File: src/rtl/uart_tx_sched.sv
// Round-robin scheduler that frames requester bytes (optional source-ID header + data)
// and hands them one at a time to a uart_tx valid/ready input.
module uart_tx_sched #(
    parameter int unsigned DATA_WIDTH = 8,
    parameter int unsigned NUM_SRC    = 4,
    parameter bit          HDR_EN     = 1'b1,
    parameter logic [3:0]  HDR_TAG    = 4'hA
) (
    input  logic                          clk,
    input  logic                          rst,
    input  logic [NUM_SRC*DATA_WIDTH-1:0] req_data_i,
    input  logic [NUM_SRC-1:0]            req_valid_i,
    output logic [NUM_SRC-1:0]            req_ready_o,
    output logic [DATA_WIDTH-1:0]         tx_data_o,
    output logic                          tx_valid_o,
    input  logic                          tx_ready_i,
    output logic [$clog2(NUM_SRC)-1:0]    grant_id_o,
    output logic                          busy_o,
    output logic [15:0]                   frame_cnt_o
);

    localparam int unsigned IdW = $clog2(NUM_SRC);

    typedef enum logic [1:0] {StIdle, StHdr, StData} state_e;

    state_e                state_q, state_d;
    logic [IdW-1:0]        rr_ptr_q, rr_ptr_d;
    logic [IdW-1:0]        grant_q, grant_d;
    logic [DATA_WIDTH-1:0] hold_q, hold_d;
    logic [DATA_WIDTH-1:0] tx_data_q, tx_data_d;
    logic                  tx_valid_q, tx_valid_d;
    logic [15:0]           frame_cnt_q, frame_cnt_d;

    logic [DATA_WIDTH-1:0] req_bytes [NUM_SRC];
    logic                  win_found;
    logic [IdW-1:0]        win_idx;
    logic [IdW:0]          cand_sum;
    logic [IdW-1:0]        cand;
    logic [IdW:0]          grant_inc;
    logic [DATA_WIDTH-1:0] hdr_byte;
    logic                  accept;
    logic                  tx_xfer;

    for (genvar g = 0; g < NUM_SRC; g++) begin : g_bytes
        assign req_bytes[g] = req_data_i[g*DATA_WIDTH +: DATA_WIDTH];
    end

    // Cyclic search: first valid requester at or after rr_ptr, wrapping at NUM_SRC.
    always_comb begin
        win_found = 1'b0;
        win_idx   = '0;
        cand_sum  = '0;
        cand      = '0;
        for (int k = 0; k < NUM_SRC; k++) begin
            cand_sum = {1'b0, rr_ptr_q} + (IdW+1)'(k);
            if (cand_sum >= (IdW+1)'(NUM_SRC)) begin
                cand_sum = cand_sum - (IdW+1)'(NUM_SRC);
            end
            cand = cand_sum[IdW-1:0];
            if (!win_found && req_valid_i[cand]) begin
                win_found = 1'b1;
                win_idx   = cand;
            end
        end
    end

    always_comb begin
        hdr_byte      = '0;
        hdr_byte[7:0] = {HDR_TAG, 4'(win_idx)};
    end

    assign accept    = win_found && !rst && (state_q == StIdle);
    assign tx_xfer   = tx_valid_q && tx_ready_i;
    assign grant_inc = {1'b0, grant_q} + 1'b1;

    always_ff @(posedge clk or posedge rst) begin
        if (rst) begin
            state_q     <= StIdle;
            rr_ptr_q    <= '0;
            grant_q     <= '0;
            hold_q      <= '0;
            tx_data_q   <= '0;
            tx_valid_q  <= 1'b0;
            frame_cnt_q <= '0;
        end else begin
            state_q     <= state_d;
            rr_ptr_q    <= rr_ptr_d;
            grant_q     <= grant_d;
            hold_q      <= hold_d;
            tx_data_q   <= tx_data_d;
            tx_valid_q  <= tx_valid_d;
            frame_cnt_q <= frame_cnt_d;
        end
    end

    always_comb begin
        state_d = state_q;
        unique case (state_q)
            StIdle:  if (accept)  state_d = HDR_EN ? StHdr : StData;
            StHdr:   if (tx_xfer) state_d = StData;
            StData:  if (tx_xfer) state_d = StIdle;
            default: state_d = StIdle;
        endcase
    end

    always_comb begin
        req_ready_o = '0;
        rr_ptr_d    = rr_ptr_q;
        grant_d     = grant_q;
        hold_d      = hold_q;
        tx_data_d   = tx_data_q;
        tx_valid_d  = tx_valid_q;
        frame_cnt_d = frame_cnt_q;
        unique case (state_q)
            StIdle: begin
                if (accept) begin
                    req_ready_o[win_idx] = 1'b1;
                    hold_d               = req_bytes[win_idx];
                    grant_d              = win_idx;
                    tx_valid_d           = 1'b1;
                    tx_data_d            = HDR_EN ? hdr_byte : req_bytes[win_idx];
                end
            end
            StHdr: begin
                if (tx_xfer) tx_data_d = hold_q;
            end
            StData: begin
                if (tx_xfer) begin
                    tx_valid_d  = 1'b0;
                    tx_data_d   = '0;
                    rr_ptr_d    = (grant_inc == (IdW+1)'(NUM_SRC)) ? '0 : grant_inc[IdW-1:0];
                    frame_cnt_d = frame_cnt_q + 16'd1;
                end
            end
            default: ;
        endcase
    end

    assign tx_data_o   = tx_data_q;
    assign tx_valid_o  = tx_valid_q;
    assign grant_id_o  = grant_q;
    assign busy_o      = (state_q != StIdle);
    assign frame_cnt_o = frame_cnt_q;

endmodule

File: config.mk
export PLATFORM = sky130hd
export DESIGN_NAME = uart_tx_sched
export DESIGN_NICKNAME = d
export VERILOG_FILES = /design/src/rtl/uart_tx_sched.sv
export SDC_FILE = /design/constraint.sdc
export NUM_CORES = 1
export LEC_CHECK = 0
export ABC_AREA = 0
export ABC_CLOCK_PERIOD_IN_PS = 1890
export BUFFER_PORTS_ARGS = -buffer_cell sky130_fd_sc_hd__buf_2
export CORE_UTILIZATION = 45
export CTS_CLUSTER_SIZE = 30
export DETAILED_ROUTE_END_ITERATION = 10
export HOLD_SLACK_MARGIN = 0.1
export PLACE_DENSITY = 0.76
export RECOVER_POWER = 50
export REMOVE_ABC_BUFFERS = 1
export SYNTH_ARGS = -nofsm -noshare
export SYNTH_HDL_FRONTEND = slang
export SYNTH_SLANG_ARGS = --single-unit
File: constraint.sdc
create_clock -name clk -period 1.89 [get_ports clk]
set_input_delay 0.2835 -clock clk [delete_from_list [all_inputs] [get_ports clk]]
set_output_delay 0.2835 -clock clk [all_outputs]
set_load 0.1 [all_outputs]
==> results of run 1 <==
==> stage by stage <==
stage | TNS [ps] | instance area (µm²) | utilization [%]
global placement | -900 | 2760 | 62.4
detailed placement | -1220 | 2760 | 62.4
CTS | -1880 | 2970 | 67.3
floorplan | -17620 | 2050 | -
finish | -1750 | 3020 | 68.3
global route | -2620 | 3020 | 68.3
==> cell usage in the layout (no fill, tap or decap), types with 2 or more instances in the layout <==
cell type,synthesis,layout
buf_6,0,3
xor2_1,3,3
or2_2,2,2
nor2_1,19,14
and3_1,5,5
nor3_1,11,9
mux2i_1,9,9
nor2_2,0,2
xnor2_1,12,12
clkbuf_8,0,7
inv_1,5,2
buf_2,4,56
nor2_4,0,3
mux2_2,3,3
or3_4,1,2
inv_2,0,3
nand2_1,38,38
nand2b_1,3,3
a21oi_1,5,4
nand3_1,11,9
ha_4,0,2
o21ai_2,0,2
o21ai_0,11,9
dfrtp_1,39,38
buf_4,1,28
clkbuf_2,1,9
buf_12,0,5
clkbuf_1,3,3
a211oi_1,13,11
a211oi_2,3,5
ha_1,6,4
nand3_2,0,2
nand4_1,3,3
==> flip-flops by register name (all words and copies together), names as in the netlist <==
name / count
hold_q: 8
state_q: 2
tx_valid_o: 1
frame_cnt_o: 16
rr_ptr_q: 2
grant_id_o: 2
tx_data_o: 8
==> power by group <==
part           total [mW]  switching (mW)  internal, mW
Clock               0.623           0.291         0.332
Combinational        3.01            2.03         0.982
Sequential           1.31           0.213          1.09
==> cell type report <==
class                           instances  area [µm²]
Sequential cell                        39         977
Tap cell                               52        65.1
Fill cell                             338        1400
Multi-Input combinational cell        170        1170
Clock buffer                            7        96.3
Inverter                                5        18.8
Timing Repair Buffer                  104         681
Clock inverter                          1        7.51
==> routing by layer <==
metal | part of all wire [%] | global-route usage, % | routed length, µm | up-vias
met4 | 2.2 | 9.56 | 116 | 0
met1 | 42 | 27.5 | 2230 | 962
li1 | - | - | - | 982
met2 | 51 | 37.7 | 2700 | 67
met3 | 4.6 | 6.06 | 244 | 11
met5 | 0 | 0 | 0 | -
==> timing repair <==
item	in CTS	in global routing
setup buffers	3	3
gates cloned	0	1
endpoints found under the setup margin	11	24
resized for setup	24	15
hold buffers	0	0
pin swaps	6	6
==> kinds of logic (layout without fill, tap and decap cells) <==
logic type / count (synthesis) / count (layout)
and+or+nand+nor: 100 / 100
muxes: 12 / 12
buffers and inverters: 14 / 117
xor gates and xnor gates: 15 / 15
adders and majority gates: 6 / 6
AOI/OAI and AO/OA: 37 / 37
DFF: 39 / 39
==> worst reg2reg max path: stages (launching register included) <==
cell	delay, ps
dfrtp_1	390
inv_2	90
ha_4	150
inv_2	40
or3_4	360
or3_4	380
buf_4	160
buf_6	110
buf_6	120
a211oi_2	170
a211oi_2	70
==> final timing paths <==
path                                             start                          end  cells after the start
min in group asynchronous                          rst        hold_q[5]$_DFFE_PP0P_                      4
min                                     req_data_i[15]        hold_q[7]$_DFFE_PP0P_                      3
max reg2reg                     state_q[1]$_DFFE_PP0P_        hold_q[1]$_DFFE_PP0P_                     10
min reg2reg                frame_cnt_o[15]$_DFFE_PP0P_  frame_cnt_o[15]$_DFFE_PP0P_                      1
max                             state_q[1]$_DFFE_PP0P_               req_ready_o[2]                      7
max in group asynchronous                          rst   frame_cnt_o[9]$_DFFE_PP0P_                      4
==> flow_summary.json, run 1 <==
{
  "synth-seq-cells": 39,
  "syn_area_per_cell_um2": 9.39,
  "synth_compound_area_share_pct": 12.1,
  "cp_top_family": "simple AND/OR/NAND/NOR gates",
  "synth.yosys.seq_area_share_pct": 46.6,
  "violations": "negative setup slack",
  "synthXorXnorAreaFrac_pct": 6.27,
  "yosysTopAreaCell": "dfrtp_1",
  "track_usage_pct": 22.6,
  "num_vias": 2022,
  "path_max_fanout": 3,
  "cts_max_path_buffers": 2,
  "netlist_instances": 223,
  "fin_crit_sh_pct": 122,
  "rsz0062_at_grt": "yes",
  "drc": 0,
  "ff2ff_setup_slack_ps": -250,
  "cellPowerDensity_nw_per_um2": 1640,
  "synth.mux.area_fraction_pct": 5.91,
  "maxCapViolCount": 0,
  "finalPower_mw": 4.94,
  "hold_violations": 0,
  "skew_ps": 4.14,
  "synth_most_common_cell": "dfrtp_1",
  "period_minus_slack_ps": 2300,
  "hpwl_um": 3870,
  "final_nets": 370,
  "synth_warnings": 0,
  "grt_pass1_wl_um": 8860,
  "status": "finished with violations",
  "setup-violations-final": 8,
  "placed_cells_incl_taps": 365,
  "grt_pass1_vias": 1959,
  "cts_num_sinks": 39,
  "slew_violations": 0,
  "clk_pin_slew_ps": 80,
  "hp-class": "primary input to flop",
  "synth_common_cells": "39 x dfrtp_1, 38 x nand2_1, 19 x nor2_1",
  "synth_enable_flop_cells": 0,
  "numCtsBuffers": 5,
  "port_buffers": 70,
  "critPathCaptureType": "output pin",
  "max_stage_delay_ps": 390,
  "core_um2": 4410,
  "path_cells": "inv_2 > ha_4 > inv_2 > or3_4 > or3_4 > nor2_4 > buf_12",
  "synth-simple-area-share_pct": 22.6,
  "cpMaxStageDelayCell": "dfrtp_1",
  "cp_data_arrival_time_ps": 2020,
  "die_h_um": 70.2,
  "initial_core_util_pct": 47.4,
  "grt_overflow": 0,
  "synth_top_family_by_area": "simple AND/OR/NAND/NOR gates",
  "worst_setup_path_start_kind": "flop",
  "die_w_um": 70.2,
  "p_leak_nw": 1.49,
  "place_ws_ps": -306,
  "antenna_found_initial": 0,
  "n_antenna_cell": 0,
  "cts_tree": "built",
  "rows": 24,
  "slew_headroom_pct": 24.0,
  "cts_htree_levels": 2,
  "irDropWorstVdd_uv": 1270,
  "synthTopCellsByArea": "dfrtp_1 47%, nand2_1 6.8%, xnor2_1 5.0%",
  "setup_ws_ps": -411,
  "area_growth_pct": 44.0,
  "globalplace.congestion": 0.848,
  "clock.fmax_ghz": 0.435,
  "wirelength_um": 5290,
  "worstSetupPathType": "flop to output pin",
  "ios": 71,
  "syn_area_um2": 2090,
  "tightest_slew_ps": 1140,
  "crit_buf_inv": 3,
  "ys_dominant_reg_cell": "dfrtp_1",
  "die-area_um2": 4930,
  "async_flop_share_pct": 100,
  "yosys.area_share.adder_pct": 3.58,
  "worstPathRequired_ps": 1610,
  "grt_max_degree": 22,
  "synth_top_area_share_pct": 46.6,
  "first_pass_iters": 4,
  "drt_iter0_drc": 106,
  "final_antenna_net_count": 0,
  "hold_ws_ps": 329,
  "wire_per_inst_um": 14.0,
  "clock_latency_ps": 290,
  "fin_cells": 378,
  "drive_gt1_share_pct": 43.6,
  "cts_root_buf": "clkbuf_8",
  "synth.distinct_cells": 36,
  "vias_per_cell": 5.35
}
Power figures use the tool's default switching activity.
==> inputs of run 2 (changes only) <==
ABC_AREA = 1   (was 0)
BUFFER_PORTS_ARGS = not set   (was -buffer_cell sky130_fd_sc_hd__buf_2)
DONT_BUFFER_PORTS = 1   (was not set)
PLACE_DENSITY = not set   (was 0.76)
==> flow_summary.json, run 2 <==
{
  "violations": "negative setup slack",
  "final_nets": 466,
  "cts_htree_levels": 2,
  "final_antenna_net_count": 0,
  "slew_violations": 0,
  "initial_core_util_pct": 47.7,
  "synth_enable_flop_cells": 0,
  "yosysTopAreaCell": "dfrtp_1",
  "area_growth_pct": 48.9,
  "ctsHoldBuffers": 0,
  "async_flop_share_pct": 100,
  "vias_per_cell": 4.80,
  "period_minus_slack_ps": 2430,
  "netlist_instances": 334,
  "numCtsBuffers": 5,
  "track_usage_pct": 21.3,
  "globalplace.congestion": 0.780,
  "hold_violations": 0,
  "clock.fmax_ghz": 0.412,
  "core_um2": 5240,
  "synth_most_common_cell": "nand2_1",
  "setup_tns_ps": -8590,
  "wl_met3_um": 221,
  "largest_register_ffs": 16,
  "syn_area_per_cell_um2": 7.47,
  "syn_area_um2": 2500,
  "synth_top_area_share_pct": 39.1,
  "clock_latency_ps": 280,
  "n_antenna_cell": 0,
  "synth.distinct_cells": 30,
  "skew_ps": 4.70,
  "tightest_slew_ps": 495,
  "cts_tree": "built",
  "synth-seq-cells": 39,
  "fin_crit_sh_pct": 128,
  "worst_setup_path_start_kind": "flop",
  "grt_overflow": 0,
  "grt_pass1_wl_um": 10100,
  "slew_headroom_pct": 67.0,
  "hp-class": "primary input to async pin",
  "maxCapViolCount": 0,
  "cts_max_path_buffers": 2,
  "status": "finished with violations",
  "drive_gt1_share_pct": 43.1,
  "setup-violations-final": 25,
  "drt-met1-wl_um": 2660,
  "wirelength_um": 6160,
  "die_h_um": 76.5,
  "layout_common_cells": "119 x nand2_1, 68 x buf_4, 37 x dfrtp_1",
  "cp_data_arrival_time_ps": 2140,
  "synthTopCellsByArea": "dfrtp_1 39%, nand2_1 22%, nand3_1 6.0%",
  "place_ws_ps": -245,
  "die_w_um": 76.5,
  "critPathCaptureType": "output pin",
  "ys_dominant_reg_cell": "dfrtp_1",
  "drt_iter0_drc": 72,
  "worstSetupPathType": "flop to output pin",
  "drc": 0,
  "cts_num_sinks": 39,
  "die-area_um2": 5850,
  "port_buffers": 0,
  "first_pass_iters": 4,
  "grt_max_degree": 40,
  "antenna_found_initial": 0,
  "hpwl_um": 4140,
  "n_fill_cell": 414,
  "wire_per_inst_um": 12.5,
  "rows": 26,
  "ios": 71,
  "wl_met2_um": 3220,
  "cts_root_buf": "clkbuf_8",
  "synth_common_cells": "145 x nand2_1, 39 x dfrtp_1, 30 x nand3_1",
  "setup_ws_ps": -537,
  "worstPathRequired_ps": 1610,
  "clk_pin_slew_ps": 80,
  "rsz0062_at_grt": "yes",
  "final_common_cell": "nand2_1",
  "num_vias": 2360,
  "routed.top_layer": "met4",
  "synth_warnings": 0,
  "synth.yosys.seq_area_share_pct": 39.1,
  "grt_pass1_vias": 2367,
  "path_max_fanout": 8
}
-- run 2: final timing paths --
path | end | cells after the start | slack, ps | startpoint
max | req_ready_o[3] | 11 | -540 | rr_ptr_q[0]$_DFFE_PP0P_
min | grant_id_o[0]$_DFFE_PP0P_ | 2 | 230 | rst
max reg2reg | tx_data_o[3]$_DFFE_PP0P_ | 20 | -480 | rr_ptr_q[0]$_DFFE_PP0P_
min reg2reg | hold_q[2]$_DFFE_PP0P_ | 2 | 470 | hold_q[2]$_DFFE_PP0P_
max in group asynchronous | rr_ptr_q[0]$_DFFE_PP0P_ | 2 | 1290 | rst
min in group clk | hold_q[0]$_DFFE_PP0P_ | 6 | 310 | req_data_i[16]
-- run 2: cell type report --
class	count	area (µm²)	area share [%]
tap	70	87.6	2.36
timing repair inverter	1	6.26	0.168
sequential	39	978	26.3
clock buffer	6	82.6	2.22
clock inverter	2	35.0	0.942
inverter	32	141	3.80
timing repair buffer	88	803	21.6
multi-input combinational	254	1580	42.6
-- run 2: kinds of logic (layout without fill, tap and decap cells) --
logic type      after synthesis  in the layout  share of synthesized area (%)
buf+inv                      41            129                           7.52
xor+xnor                     13             13                           4.56
compound gates               16             16                           4.06
fa+ha+maj                     6              6                           3.01
simple gates                219            219                           41.8
flops                        39             39                           39.1
-- run 2: per-stage QoR --
stage | instance area, µm² | util [%] | std cells | hold slack (ps)
floorplan | 2430 | - | 325 | 448
global placement | 3100 | 59.3 | 461 | 466
detailed placement | 3100 | 59.3 | 461 | 467
CTS | 3490 | 66.6 | 482 | 210
global route | 3720 | 71.0 | 492 | 270
finish | 3720 | 71.0 | 492 | 225
-- run 2: worst max-delay path, stage by stage (launching register included) --
cell	delay, ps
dfrtp_2	460
clkinv_4	130
nand2_2	120
nand2_4	80
nand2_4	80
nand2_4	70
nor2_8	120
nand3_4	100
o21ai_4	210
inv_4	80
nor3_4	170
clkbuf_16	240
-- run 2: repair_timing --
item | CTS | global route
gates cloned | 2 | 0
pin swaps | 33 | 25
resized for setup | 49 | 39
buffers inserted | 11 | 11
setup endpoints to repair | 22 | 31
-- run 2: per-layer routing --
layer	vias to the layer above	GRT usage (%)
met4	0	5.19
met1	1094	24.7
li1	1216	-
met5	-	0
met2	44	39.7
met3	6	4.19
Power of run 2 is not shown: default switching activity piles up to over one toggle a cycle in this logic, so the estimate is an artifact.
==> inputs of run 3 (changes only) <==
ABC_AREA = 0   (was 1)
SETUP_SLACK_MARGIN = 0.3   (was not set)
SLEW_MARGIN = 20   (was not set)
==> flow_summary.json, run 3 (synthesis gave the netlist of run 1 again) <==
{
  "n_fill_cell": 299,
  "cp_data_arrival_time_ps": 2010,
  "die_h_um": 70.2,
  "worstSetupPathType": "flop to output pin",
  "cts_htree_levels": 2,
  "grt_overflow": 0,
  "p_leak_nw": 1.46,
  "rows": 24,
  "die_w_um": 70.2,
  "path_max_fanout": 3,
  "critPathCaptureType": "output pin",
  "drt_iter0_drc": 74,
  "cts_root_buf": "clkbuf_8",
  "final_nets": 342,
  "clock_latency_ps": 290,
  "clock.fmax_ghz": 0.437,
  "status": "finished with violations",
  "irDropWorstVdd_uv": 1960,
  "drc": 0,
  "skew_ps": 8.66,
  "wirelength_um": 6280,
  "seqCellArea_um2": 977,
  "core_um2": 4410,
  "holdPathStages": 2,
  "worstPathRequired_ps": 1610,
  "ios": 71,
  "period_minus_slack_ps": 2290,
  "num_vias": 1993,
  "grt_max_degree": 32,
  "die-area_um2": 4930,
  "hold_violations": 0,
  "cts_max_path_buffers": 2,
  "rr_worst_depth": 11,
  "fin_crit_sh_pct": 121,
  "maxCapViolCount": 0,
  "cellPowerDensity_nw_per_um2": 1730,
  "place_ws_ps": -272,
  "fin_cells": 350,
  "multiInputGateArea_um2": 1380,
  "track_usage_pct": 24.0,
  "final_common_cell": "buf_4",
  "slew_violations": 0,
  "met1_usage_pct": 28.4,
  "use_met2_pct": 41.6,
  "slew_headroom_pct": 48.2,
  "gr-max-usage-layer": "met2",
  "port_buffers": 0,
  "worst_setup_path_start_kind": "flop",
  "placed_cells_incl_taps": 320,
  "largest_register_ffs": 16,
  "tightest_slew_ps": 778,
  "hpwl_um": 4000,
  "hp-class": "primary input to flop",
  "cts_tree": "built",
  "globalplace.congestion": 0.868,
  "numCtsBuffers": 5,
  "grt_pass1_wl_um": 9340,
  "grt_pass1_vias": 2003,
  "area_growth_pct": 54.0,
  "first_pass_iters": 4,
  "vias_per_cell": 5.69,
  "n_antenna_cell": 0,
  "finalPower_mw": 5.59,
  "violations": "negative setup slack",
  "rsz0062_at_grt": "yes",
  "global_route.usage.met3_pct": 6.64,
  "final_antenna_net_count": 0,
  "setup_tns_ps": -4800,
  "clk_pin_slew_ps": 80,
  "initial_core_util_pct": 47.4,
  "cts_num_sinks": 39,
  "setup_ws_ps": -399,
  "wire_per_inst_um": 17.9,
  "drive_gt1_share_pct": 46.3,
  "layout_common_cells": "44 x buf_4, 38 x dfrtp_1, 32 x nand2_1",
  "setup-violations-final": 24,
  "post-route-util_pct": 73.1,
  "antenna_found_initial": 0
}
-- run 3: what timing repair did --
| item | CTS | global route |
|---|---|---|
| hold buffers | 1 | 0 |
| endpoints found under the hold margin | 8 | 0 |
| setup endpoints to repair | 35 | 37 |
| setup buffers | 12 | 8 |
| cloned | 1 | 0 |
| pin swaps | 20 | 20 |
| gates resized for setup | 68 | 31 |
-- run 3: routing by layer --
layer  routed length [µm]  share of wire, %
met1                 2480                40
met2                 3290                52
met3                  357               5.7
met4                  149               2.4
met5                    0                 0
-- run 3: through the flow --
stage	hold WS (ps)	cell area (µm²)
2_1_floorplan	449	2050
3_3_place_gp	161	2590
3_5_place_dp	173	2590
4_1_cts	198	3050
5_1_grt	202	3230
6_report	208	3230
-- run 3: final timing paths --
check | from | slack (ps) | endpoint
max in group asynchronous | rst | 370 | rr_ptr_q[1]$_DFFE_PP0P_
worst min register to register | frame_cnt_o[15]$_DFFE_PP0P_ | 480 | frame_cnt_o[15]$_DFFE_PP0P_
min in group asynchronous | rst | 420 | hold_q[7]$_DFFE_PP0P_
worst max register to register | state_q[1]$_DFFE_PP0P_ | -230 | tx_data_o[0]$_DFFE_PP0P_
worst min-delay path | rst | 210 | state_q[0]$_DFFE_PP0P_
worst max-delay path | state_q[1]$_DFFE_PP0P_ | -400 | req_ready_o[2]
-- run 3: critical path, stage by stage (launching register included) --
cell	delay (ps)
dfrtp_1	400
inv_2	90
ha_4	150
inv_2	40
or3_4	360
or3_4	380
nor2_4	130
buf_12	180
-- run 3: final cells by class --
class	instances	area share [%]
Multi-Input combinational cell	170	42.7
Sequential cell	39	30.3
Timing Repair Buffer	76	21.9
Clock buffer	7	2.37
Tap cell	52	2.02
Inverter	5	0.582
Clock inverter	1	0.155
-- run 3: where the power goes --
| group | total, mW | internal, mW | switching (mW) |
|---|---|---|---|
| clock network | 0.533 | 0.259 | 0.274 |
| logic | 3.75 | 1.42 | 2.33 |
| registers | 1.31 | 1.09 | 0.214 |
